### src/rtl/memref_compare_sweep.sv
// memref_compare_sweep
//
// Post-run checker for the jacobi_2d HIR-vs-HLS comparison. Once both kernels
// have finished, a start pulse sweeps the two result memories in lock-step
// through their registered read ports and compares every word. The block
// reports a pass flag, the number of mismatching words and the lowest
// mismatching address. Results hold until the next accepted start.
//
// Optional build macro: CMP_TRACE_EN
//   When defined, adds first_mm_a_data / first_mm_b_data outputs that capture
//   both words at the first mismatch, plus a simulation-only message for every
//   mismatch seen. When undefined, those ports and messages are absent and all
//   other behaviour is identical.

module memref_compare_sweep #(
    parameter int WIDTH  = 32,
    parameter int SIZE   = 1024,
    parameter int ADDR_W = 10
) (
    input  logic              clk,
    input  logic              rst,
    input  logic              start,

    output logic              a_rd_en,
    output logic [ADDR_W-1:0] a_rd_addr,
    input  logic [WIDTH-1:0]  a_rd_data,

    output logic              b_rd_en,
    output logic [ADDR_W-1:0] b_rd_addr,
    input  logic [WIDTH-1:0]  b_rd_data,

    output logic              busy,
    output logic              done,
    output logic              pass,
    output logic [ADDR_W:0]   mismatch_count,
    output logic              first_mm_valid,
    output logic [ADDR_W-1:0] first_mm_addr
`ifdef CMP_TRACE_EN
    ,
    output logic [WIDTH-1:0]  first_mm_a_data,
    output logic [WIDTH-1:0]  first_mm_b_data
`endif
);

    // Mismatch counter is one bit wider than the address so it can hold SIZE.
    localparam int CNT_W = ADDR_W + 1;

    localparam logic [ADDR_W-1:0] LAST_ADDR = ADDR_W'(SIZE - 1);
    localparam logic [ADDR_W-1:0] ADDR_ONE  = ADDR_W'(1);
    localparam logic [CNT_W-1:0]  CNT_ONE   = CNT_W'(1);

    typedef enum logic [1:0] {
        S_IDLE  = 2'd0,
        S_SWEEP = 2'd1,
        S_DRAIN = 2'd2,
        S_DONE  = 2'd3
    } state_t;

    state_t              state_q, state_d;
    logic [ADDR_W-1:0]   addr_q, addr_d;

    // Compare pipeline: a valid bit and the address that goes with the
    // read data arriving this cycle.
    logic                valid_q, valid_d;
    logic [ADDR_W-1:0]   vaddr_q, vaddr_d;

    // Result registers.
    logic [CNT_W-1:0]    count_q, count_d;
    logic                pass_q, pass_d;
    logic                fmValid_q, fmValid_d;
    logic [ADDR_W-1:0]   fmAddr_q, fmAddr_d;

`ifdef CMP_TRACE_EN
    logic [WIDTH-1:0]    fmAData_q, fmAData_d;
    logic [WIDTH-1:0]    fmBData_q, fmBData_d;
`endif

    logic                startAccept;
    logic                mismatch;

    // A start is only honoured while idle; anything else is dropped.
    assign startAccept = (state_q == S_IDLE) && start;

    // Data ports are only meaningful while the compare valid is set.
    assign mismatch = valid_q && (a_rd_data != b_rd_data);

    // Sweep controller: walks the address from 0 to SIZE-1, then drains the
    // final compare and signals completion for one cycle.
    always_comb begin
        state_d = state_q;
        addr_d  = addr_q;

        case (state_q)
            S_IDLE: begin
                if (start) begin
                    state_d = S_SWEEP;
                    addr_d  = '0;
                end
            end
            S_SWEEP: begin
                if (addr_q == LAST_ADDR) begin
                    state_d = S_DRAIN;
                end else begin
                    addr_d = addr_q + ADDR_ONE;
                end
            end
            S_DRAIN: begin
                state_d = S_DONE;
            end
            S_DONE: begin
                state_d = S_IDLE;
            end
            default: begin
                state_d = S_IDLE;
            end
        endcase
    end

    // Controller state and read address, cleared asynchronously so the read
    // enables drop the moment reset is asserted.
    always_ff @(posedge clk or negedge rst) begin
        if (!rst) begin
            state_q <= S_IDLE;
            addr_q  <= '0;
        end else begin
            state_q <= state_d;
            addr_q  <= addr_d;
        end
    end

    // Compare and result bookkeeping: clear on an accepted start, count each
    // mismatch, latch the first one, and settle the pass flag as the final
    // compare is folded in during the drain cycle.
    always_comb begin
        valid_d   = (state_q == S_SWEEP);
        vaddr_d   = addr_q;
        count_d   = count_q;
        pass_d    = pass_q;
        fmValid_d = fmValid_q;
        fmAddr_d  = fmAddr_q;
`ifdef CMP_TRACE_EN
        fmAData_d = fmAData_q;
        fmBData_d = fmBData_q;
`endif

        if (startAccept) begin
            count_d   = '0;
            pass_d    = 1'b0;
            fmValid_d = 1'b0;
            fmAddr_d  = '0;
`ifdef CMP_TRACE_EN
            fmAData_d = '0;
            fmBData_d = '0;
`endif
        end

        if (mismatch) begin
            count_d = count_q + CNT_ONE;
            if (!fmValid_q) begin
                fmValid_d = 1'b1;
                fmAddr_d  = vaddr_q;
`ifdef CMP_TRACE_EN
                fmAData_d = a_rd_data;
                fmBData_d = b_rd_data;
`endif
            end
        end

        if (state_q == S_DRAIN) begin
            pass_d = (count_d == '0);
        end
    end

    // Compare pipeline and result registers; an in-flight compare is simply
    // discarded by reset.
    always_ff @(posedge clk or negedge rst) begin
        if (!rst) begin
            valid_q   <= 1'b0;
            vaddr_q   <= '0;
            count_q   <= '0;
            pass_q    <= 1'b0;
            fmValid_q <= 1'b0;
            fmAddr_q  <= '0;
`ifdef CMP_TRACE_EN
            fmAData_q <= '0;
            fmBData_q <= '0;
`endif
        end else begin
            valid_q   <= valid_d;
            vaddr_q   <= vaddr_d;
            count_q   <= count_d;
            pass_q    <= pass_d;
            fmValid_q <= fmValid_d;
            fmAddr_q  <= fmAddr_d;
`ifdef CMP_TRACE_EN
            fmAData_q <= fmAData_d;
            fmBData_q <= fmBData_d;
`endif
        end
    end

    assign a_rd_en        = (state_q == S_SWEEP);
    assign b_rd_en        = (state_q == S_SWEEP);
    assign a_rd_addr      = addr_q;
    assign b_rd_addr      = addr_q;
    assign busy           = (state_q == S_SWEEP) || (state_q == S_DRAIN);
    assign done           = (state_q == S_DONE);
    assign pass           = pass_q;
    assign mismatch_count = count_q;
    assign first_mm_valid = fmValid_q;
    assign first_mm_addr  = fmAddr_q;

`ifdef CMP_TRACE_EN
    assign first_mm_a_data = fmAData_q;
    assign first_mm_b_data = fmBData_q;

`ifndef SYNTHESIS
    // Simulation-only trace of every mismatching word pair.
    always @(posedge clk) begin
        if (rst && mismatch) begin
            $display("memref_compare_sweep: mismatch addr=%0d A=%h B=%h",
                     vaddr_q, a_rd_data, b_rd_data);
        end
    end
`endif
`endif

endmodule
### config.mk
export PLATFORM = sky130hd
export DESIGN_NAME = memref_compare_sweep
export DESIGN_NICKNAME = d
export VERILOG_FILES = /design/src/rtl/memref_compare_sweep.sv
export SDC_FILE = /design/constraint.sdc
export NUM_CORES = 1
export LEC_CHECK = 0
export ABC_AREA = 1
export ABC_CLOCK_PERIOD_IN_PS = 1910
export CORE_MARGIN = 2
export CORE_UTILIZATION = 39
export CTS_CLUSTER_DIAMETER = 40
export CTS_CLUSTER_SIZE = 16
export DETAILED_ROUTE_END_ITERATION = 10
export HOLD_SLACK_MARGIN = 0.08
export PLACE_DENSITY = 0.82
export SETUP_SLACK_MARGIN = 0.15
export SYNTH_ARGS = -nofsm -noshare
export SYNTH_HDL_FRONTEND = slang
export SYNTH_SLANG_ARGS = --single-unit
### constraint.sdc
create_clock -name clk -period 1.91 [get_ports clk]
set_input_delay 0.382 -clock clk [delete_from_list [all_inputs] [get_ports clk]]
set_output_delay 0.382 -clock clk [all_outputs]
set_load 0.05 [all_outputs]
==> reports/metrics.csv, run 1 <==
stage;metric;value;unit
clock_tree;number of CTS-inserted buffers;5;
final_layout;filler instances;548;
detailed_routing;First-pass DRT Iterations;5;
worst_setup_path;Worst Path Required;2120;ps
worst_setup_path;CP Launch Type;flop;
job;maxcap violations;0;
yosys;synth warn;0;
place;dpl cells;564;
sta;fin crit period;1776;ps
sta;Setup-failing EPs final;0;
worst_setup_path;Crit. Startpoint;a_rd_addr[1]$_DFFE_PN0P_;
floorplanning;Ports;114;
sta;max-slew violations;0;
floorplanning;die width;88.55;um
sta;slew of the pin with the lowest slew margin;527.2;ps
pwr;Comb power frac;0.598;
pwr;sequential power share;0.270;
place;Post-DP HPWL;5806;um
final_layout;fin cells;592;
clock_tree;CTS tree;built;
floorplanning;Die Span Y;88.55;um
floorplanning;die area;7840;um2
sta;final hold violations;0;
yosys;Synth top area share;0.4129;
global_routing;GRT Total Usage;0.2102;
pwr;peak supply drop;0.9866;mV
pwr;Leakage Power;0.002331;uW
worst_setup_path;crit-path max FO;6;
detailed_routing;DRC viols;0;
worst_setup_path;kind of critical path;flop to flop;
yosys;biggest area consumer among synthesized cells;dfrtp_1;
worst_setup_path;reg2reg start;a_rd_addr[1]$_DFFE_PN0P_;
clock_tree;Clock Tree Root;clkbuf_8;
worst_setup_path;WP data arrival;1990;ps
detailed_routing;DR vias/cell;4.748;
sta;clock skew;5.999;ps
clock_tree;CTS Buffer Depth;2;
run_status;status;finished, final reports clean;
sta;Slew headroom;0.6500;
yosys;Synth Area per Inst;7.744;um2
yosys;largest cells by area after synthesis;dfrtp_1 41%, nand2_1 14%, xnor2_1 7.9%;
pwr;Internal Dissipation;2971;uW
yosys;synthesized instance count;360;
place;area of placed instances;4026;um2
clock_tree;H-tree level count;2;
worst_hold_path;worst hold path class;input pin to asynchronous set/reset pin;
final_layout;ANT cells;0;
yosys;Netlist cell types;27;
floorplanning;starting density of the core;0.4058;
global_routing;vias in the first global route;2760;
global_routing;remaining global-route overflow;0;
floorplanning;CORE AREA;6869;um2
clock_tree;clk sinks;46;
sta;achievable clock frequency;563.2;MHz
pwr;PwrDens;1252;nW/um2
clock_tree;Worst-Skew Late Latency;310;ps
detailed_routing;total routed wirelength;8365;um
global_routing;initial antenna violation count;0;
worst_setup_path;r2r worst-path depth;15;
place;RD Place Congestion;0.8250;
final_layout;Area growth, synth to finish;62.61;%
final_layout;share of cells above drive strength 1;0.3327;
sta;final worst-path cycle share;0.9296;
sta;RSZ-0062 raised after global routing;true;
yosys;register area share after synthesis;0.4129;
pwr;Switch Pwr;2705;uW
detailed_routing;Detail Route Antenna Nets;0;
pwr;Clk pwr share;0.132;
final_layout;fin area;4533;um2
global_routing;largest net degree at the start of global routing;27;
detailed_routing;drt initial violations;100;
place;Port Buffers;113;
yosys;Post-Syn Area;2788;um2
final_layout;# nets final;569;
pwr;sw frac;0.4766;
yosys;post-synthesis register bit count;46;
global_routing;global-route wire length before repair;12700;um
detailed_routing;total number of vias;2811;
worst_setup_path;crit end category;flop;
clock_tree;Worst-path clk slew;90;ps
floorplanning;FP Rows;30;
yosys;syn nets;434;
detailed_routing;drt wl/cell;14.13;um
==> power groups by stage <==
| stage | logic (uW) | registers [uW] | clock network (uW) |
|---|---|---|---|
| 2_1_floorplan | 1410 | 1940 | 0 |
| 3_3_place_gp | 2770 | 1490 | 0 |
| 3_5_place_dp | 2840 | 1500 | 0 |
| 4_1_cts | 3150 | 1490 | 753 |
| 5_1_grt | 3630 | 1560 | 793 |
| 6_report | 3400 | 1530 | 752 |
==> layout make-up <==
type	instances	area, um2	share of cell area
inverter	42	160.2	0.03533
tap	96	120.1	0.02650
sequential	46	1165	0.2570
clock inverter	3	43.79	0.009660
clock buffer	5	68.82	0.01518
multi-input combinational	256	1608	0.3547
timing repair buffer	144	1368	0.3017
==> worst paths after layout <==
path	to	slack, ps
max	a_rd_addr[9]$_DFFE_PN0P_	130
max in group asynchronous	a_rd_addr[1]$_DFFE_PN0P_	1000
min in group clk	vaddr_q[5]$_DFF_PN0_	460
min	mismatch_count[9]$_DFF_PN0_	440
max reg2reg	a_rd_addr[9]$_DFFE_PN0P_	130
min reg2reg	vaddr_q[5]$_DFF_PN0_	460
==> stage by stage <==
stage / utilization / worst slack, ps / TNS, ps / total power, uW / hold WS [ps]
2_1_floorplan: - / 84.29 / 0 / 3348 / 86.41
3_3_place_gp: 0.5862 / -270.7 / -2400 / 4258 / 233.3
3_5_place_dp: 0.5862 / -297.5 / -2915 / 4339 / 239.1
4_1_cts: 0.6273 / 123.9 / 0 / 5397 / 440.3
5_1_grt: 0.6599 / 37.93 / 0 / 5976 / 465.8
6_report: 0.6599 / 134.5 / 0 / 5677 / 440.6
==> critical path, stage by stage (launching register included) <==
cell and delay, ps:
dfrtp_2 440, ha_4 170, nand2_4 70, nor2_4 50
nand2_2 70, nor2_2 50, nand2_2 70, nand2_2 60
o21ai_2 80, nand2_4 100, inv_4 80, nand2_4 60
nor2_4 180, nand3_2 90, nand2_1 70, nor2_1 40
==> logic make-up after synthesis <==
family          share of synthesized area
flops                              0.4129
compound gates                    0.05386
fa+ha+maj                         0.03142
simple gates                       0.3012
buf+inv                            0.1032
xor+xnor                          0.09740
==> what timing repair did <==
| item | in CTS | in global routing |
|---|---|---|
| gates resized for setup | 96 | 71 |
| endpoints found under the setup margin | 30 | 25 |
| hold endpoints to repair | 5 | 0 |
| cloned | 4 | 0 |
| hold buffers | 1 | 0 |
| pin swaps | 15 | 35 |
| setup buffers | 8 | 7 |
==> cells in the mapped netlist <==
library cell / instances
nand2_1: 107
dfrtp_1: 46
inv_1: 40
nor2_1: 38
xnor2_1: 25
nand3_1: 17
buf_4: 11
o21ai_1: 10
o21ai_0: 9
a21oi_1: 8
ha_1: 7
nand2_2: 7
nand3_2: 6
xor2_1: 6
nor2_2: 4
buf_6: 3
nand2_4: 3
buf_2: 2
inv_2: 2
nor3_1: 2
a31oi_1: 1
clkbuf_1: 1
nand3b_1: 1
nor3_4: 1
nor3b_1: 1
o21ai_2: 1
or2_2: 1
==> registers in the layout, indices dropped and copies added (netlist names) <==
register	count
first_mm_valid	1
pass	1
mismatch_count	11
vaddr_q	10
a_rd_addr	10
first_mm_addr	10
state_q	2
valid_q	1
==> metal layers <==
layer	vias up	wire length, um	GRT usage
met5	-	0	0
met4	0	227	0.08815
met3	22	447	0.04851
met2	104	4473	0.3718
met1	1316	3217	0.2441
li1	1369	-	-
==> cells in the final DEF (no fill, tap or decap), types with 3 or more instances in the layout <==
| cell type | Yosys | layout |
|---|---|---|
| nand2_4 | 3 | 8 |
| nor2_2 | 4 | 10 |
| xor2_1 | 6 | 6 |
| buf_12 | 0 | 7 |
| dfrtp_2 | 0 | 11 |
| nand2_2 | 7 | 24 |
| clkbuf_8 | 0 | 5 |
| clkdlybuf4s15_1 | 0 | 23 |
| buf_4 | 11 | 52 |
| nand2_1 | 107 | 84 |
| o21ai_0 | 9 | 8 |
| nand3_1 | 17 | 13 |
| nand3_2 | 6 | 10 |
| ha_1 | 7 | 3 |
| nor2_4 | 0 | 3 |
| nor2_1 | 38 | 29 |
| dfrtp_1 | 46 | 35 |
| xnor2_1 | 25 | 23 |
| o21ai_2 | 1 | 7 |
| ha_4 | 0 | 3 |
| buf_6 | 3 | 3 |
| a21oi_1 | 8 | 6 |
| inv_2 | 2 | 4 |
| dlygate4sd2_1 | 0 | 52 |
| o21ai_1 | 10 | 5 |
| inv_1 | 40 | 37 |
No activity file was read; power rests on OpenSTA's default activity.
==> run 2, diff against run 1 <==
CORE_UTILIZATION = 44   (was 39)
GPL_ROUTABILITY_DRIVEN = 0   (was unset)
PLACE_DENSITY = 0.9   (was 0.82)
==> run 2 against run 1 <==
  * Maximum frequency decreased by 0.87%
  * Global-route usage up 1.3 points
  * Clock skew down 1.7 ps
  * Sequential power down 5%
  * Sequential share of layout area grew 0.95 points
  * Worst hold slack improved by 14 ps
  * Critical path type unchanged
  * First-iteration DRC count is 32% higher
  * Register-to-register slack worse by 20 ps
==> reports/metrics.csv, run 2 (same netlist as run 1, synthesis figures left out) <==
stage;metric;value;unit
run_status;status;finished, final reports clean;
final_layout;max reg flops;11;
sta;fin crit period;1791;ps
final_layout;Storage cell area;1166;um2
place;Port Buffers;113;
sta;achievable clock frequency;558.3;MHz
clock_tree;CTS tree;built;
sta;final hold violations;0;
global_routing;global-route wire length before repair;12830;um
worst_setup_path;CP Launch Type;flop;
job;maxcap violations;0;
worst_setup_path;worst-path cell chain;ha_4, nand2_4, nor2_4, nand2_2, nor2_1, nand2_1, nand2_2, o21ai_2, nand2_4, nor2_2, a21oi_1, nor3b_1;
worst_setup_path;crit-path max FO;5;
clock_tree;number of CTS-inserted buffers;5;
floorplanning;CORE AREA;6026;um2
sta;Slew headroom;0.6581;
floorplanning;Die Span Y;83.60;um
worst_setup_path;crit-path leading delay family;simple AND/OR/NAND/NOR gates;
sta;clock skew;4.269;ps
global_routing;GRT Total Usage;0.2233;
floorplanning;Ports;114;
worst_setup_path;Bufs and invs on worst path;0;
pwr;Leakage Power;0.002226;uW
detailed_routing;DRC viols;0;
global_routing;initial antenna violation count;0;
sta;slew of the pin with the lowest slew margin;514.9;ps
clock_tree;clk sinks;46;
floorplanning;die width;83.60;um
sta;Setup TNS;0;ps
floorplanning;die area;6988;um2
worst_setup_path;r2r setup slk;120;ps
pwr;peak supply drop;1.734;mV
detailed_routing;drt initial violations;132;
final_layout;filler instances;427;
worst_setup_path;highest-delay cell along the critical path;dfrtp_2;
final_layout;Core Util, Final;0.7261;
clock_tree;H-tree level count;2;
clock_tree;Worst-path clk slew;90;ps
worst_setup_path;kind of critical path;flop to flop;
worst_setup_path;crit end category;flop;
clock_tree;Clock Tree Root;clkbuf_8;
final_layout;footprint of the multi-input gates;1529;um2
worst_setup_path;Worst Path Required;2110;ps
detailed_routing;DR vias/cell;4.818;
pwr;PwrDens;1282;nW/um2
final_layout;Area growth, synth to finish;56.96;%
floorplanning;FP Rows;28;
sta;final worst-path cycle share;0.9378;
final_layout;commonest non-fill, non-tap cell in the layout;nand2_1;
detailed_routing;drt wl/cell;14.40;um
worst_hold_path;worst hold path class;flop to flop;
floorplanning;starting density of the core;0.4626;
final_layout;# nets final;574;
global_routing;remaining global-route overflow;0;
sta;max-slew violations;0;
final_layout;share of cells above drive strength 1;0.3313;
detailed_routing;total number of vias;2775;
final_layout;ANT cells;0;
clock_tree;Worst-Skew Late Latency;300;ps
global_routing;vias in the first global route;2739;
clock_tree;CTS Buffer Depth;2;
sta;Setup-failing EPs final;0;
detailed_routing;total routed wirelength;8294;um
detailed_routing;Detail Route Antenna Nets;0;
place;Post-DP HPWL;5553;um
global_routing;largest net degree at the start of global routing;47;
worst_setup_path;max incr delay on CP;440;ps
worst_setup_path;WP data arrival;1990;ps
sta;RSZ-0062 raised after global routing;true;
final_layout;commonest cells after routing, fill and taps aside;100 x nand2_1, 64 x buf_4, 39 x clkdlybuf4s15_1;
detailed_routing;First-pass DRT Iterations;4;
run 2: changes by cell type in the layout (fill, tap and decap cells not counted), moves of 4 or more:
| cell | before | now |
|---|---|---|
| clkdlybuf4s15_1 | 23 | 39 |
| nand3_1 | 13 | 9 |
| buf_4 | 52 | 64 |
| dlygate4sd2_1 | 52 | 20 |
| o21ai_2 | 7 | 1 |
| clkbuf_2 | 1 | 16 |
| nand2_1 | 84 | 100 |
| o21ai_1 | 5 | 10 |
| nand2_2 | 24 | 11 |
run 2: metrics by stage:
step | hold slack, ps | total power, uW | instances | area, um2 | setup slack (ps)
global route | 477.0 | 5912 | 576 | 4375 | 5.453
detailed placement | 378.0 | 4341 | 541 | 3958 | -603.2
finish | 455.0 | 5610 | 576 | 4375 | 118.8
global placement | 378.5 | 4247 | 541 | 3958 | -535.9
floorplan | 86.41 | 3348 | 360 | 2833 | 84.29
CTS | 446.6 | 5310 | 562 | 4214 | 114.0
run 2: final cells by class:
| class | instances | area share |
|---|---|---|
| multi-input cells | 255 | 0.3494 |
| clock buffers | 6 | 0.01659 |
| repair buffers | 150 | 0.3008 |
| well taps | 75 | 0.02145 |
| inverters | 42 | 0.03660 |
| flip-flops and latches | 46 | 0.2665 |
| clock inverters | 2 | 0.008579 |
run 2: per-layer routing:
layer,vias to the layer above,track usage,routed length (um)
met2,76,0.4182,4568
met5,-,0,0
li1,1377,-,-
met1,1300,0.2588,3166
met4,0,0.06745,206
met3,22,0.03660,354
run 2: timing repair:
action	4_1_cts	5_1_grt
cloned	2	0
pin swaps	57	68
hold buffers	1	0
endpoints found under the hold margin	46	0
resized for setup	102	88
setup buffers	10	14
setup endpoints to repair	31	16
run 2: power breakdown:
group	internal (uW)	leakage, uW	switching [uW]
clock	391	0.0000514	340
combinational	1350	0.00157	2080
sequential	1200	0.000608	243
run 2: worst paths after layout:
check	startpoint	to	depth (start not counted)
setup / recovery	a_rd_addr[0]$_DFFE_PN0P_	a_rd_addr[4]$_DFFE_PN0P_	12
hold / removal	a_rd_addr[5]$_DFFE_PN0P_	vaddr_q[5]$_DFF_PN0_	0
setup reg to reg	a_rd_addr[0]$_DFFE_PN0P_	a_rd_addr[4]$_DFFE_PN0P_	12
hold reg to reg	a_rd_addr[5]$_DFFE_PN0P_	vaddr_q[5]$_DFF_PN0_	0
max in group asynchronous	rst	a_rd_addr[1]$_DFFE_PN0P_	3
min in group asynchronous	rst	mismatch_count[2]$_DFF_PN0_	3
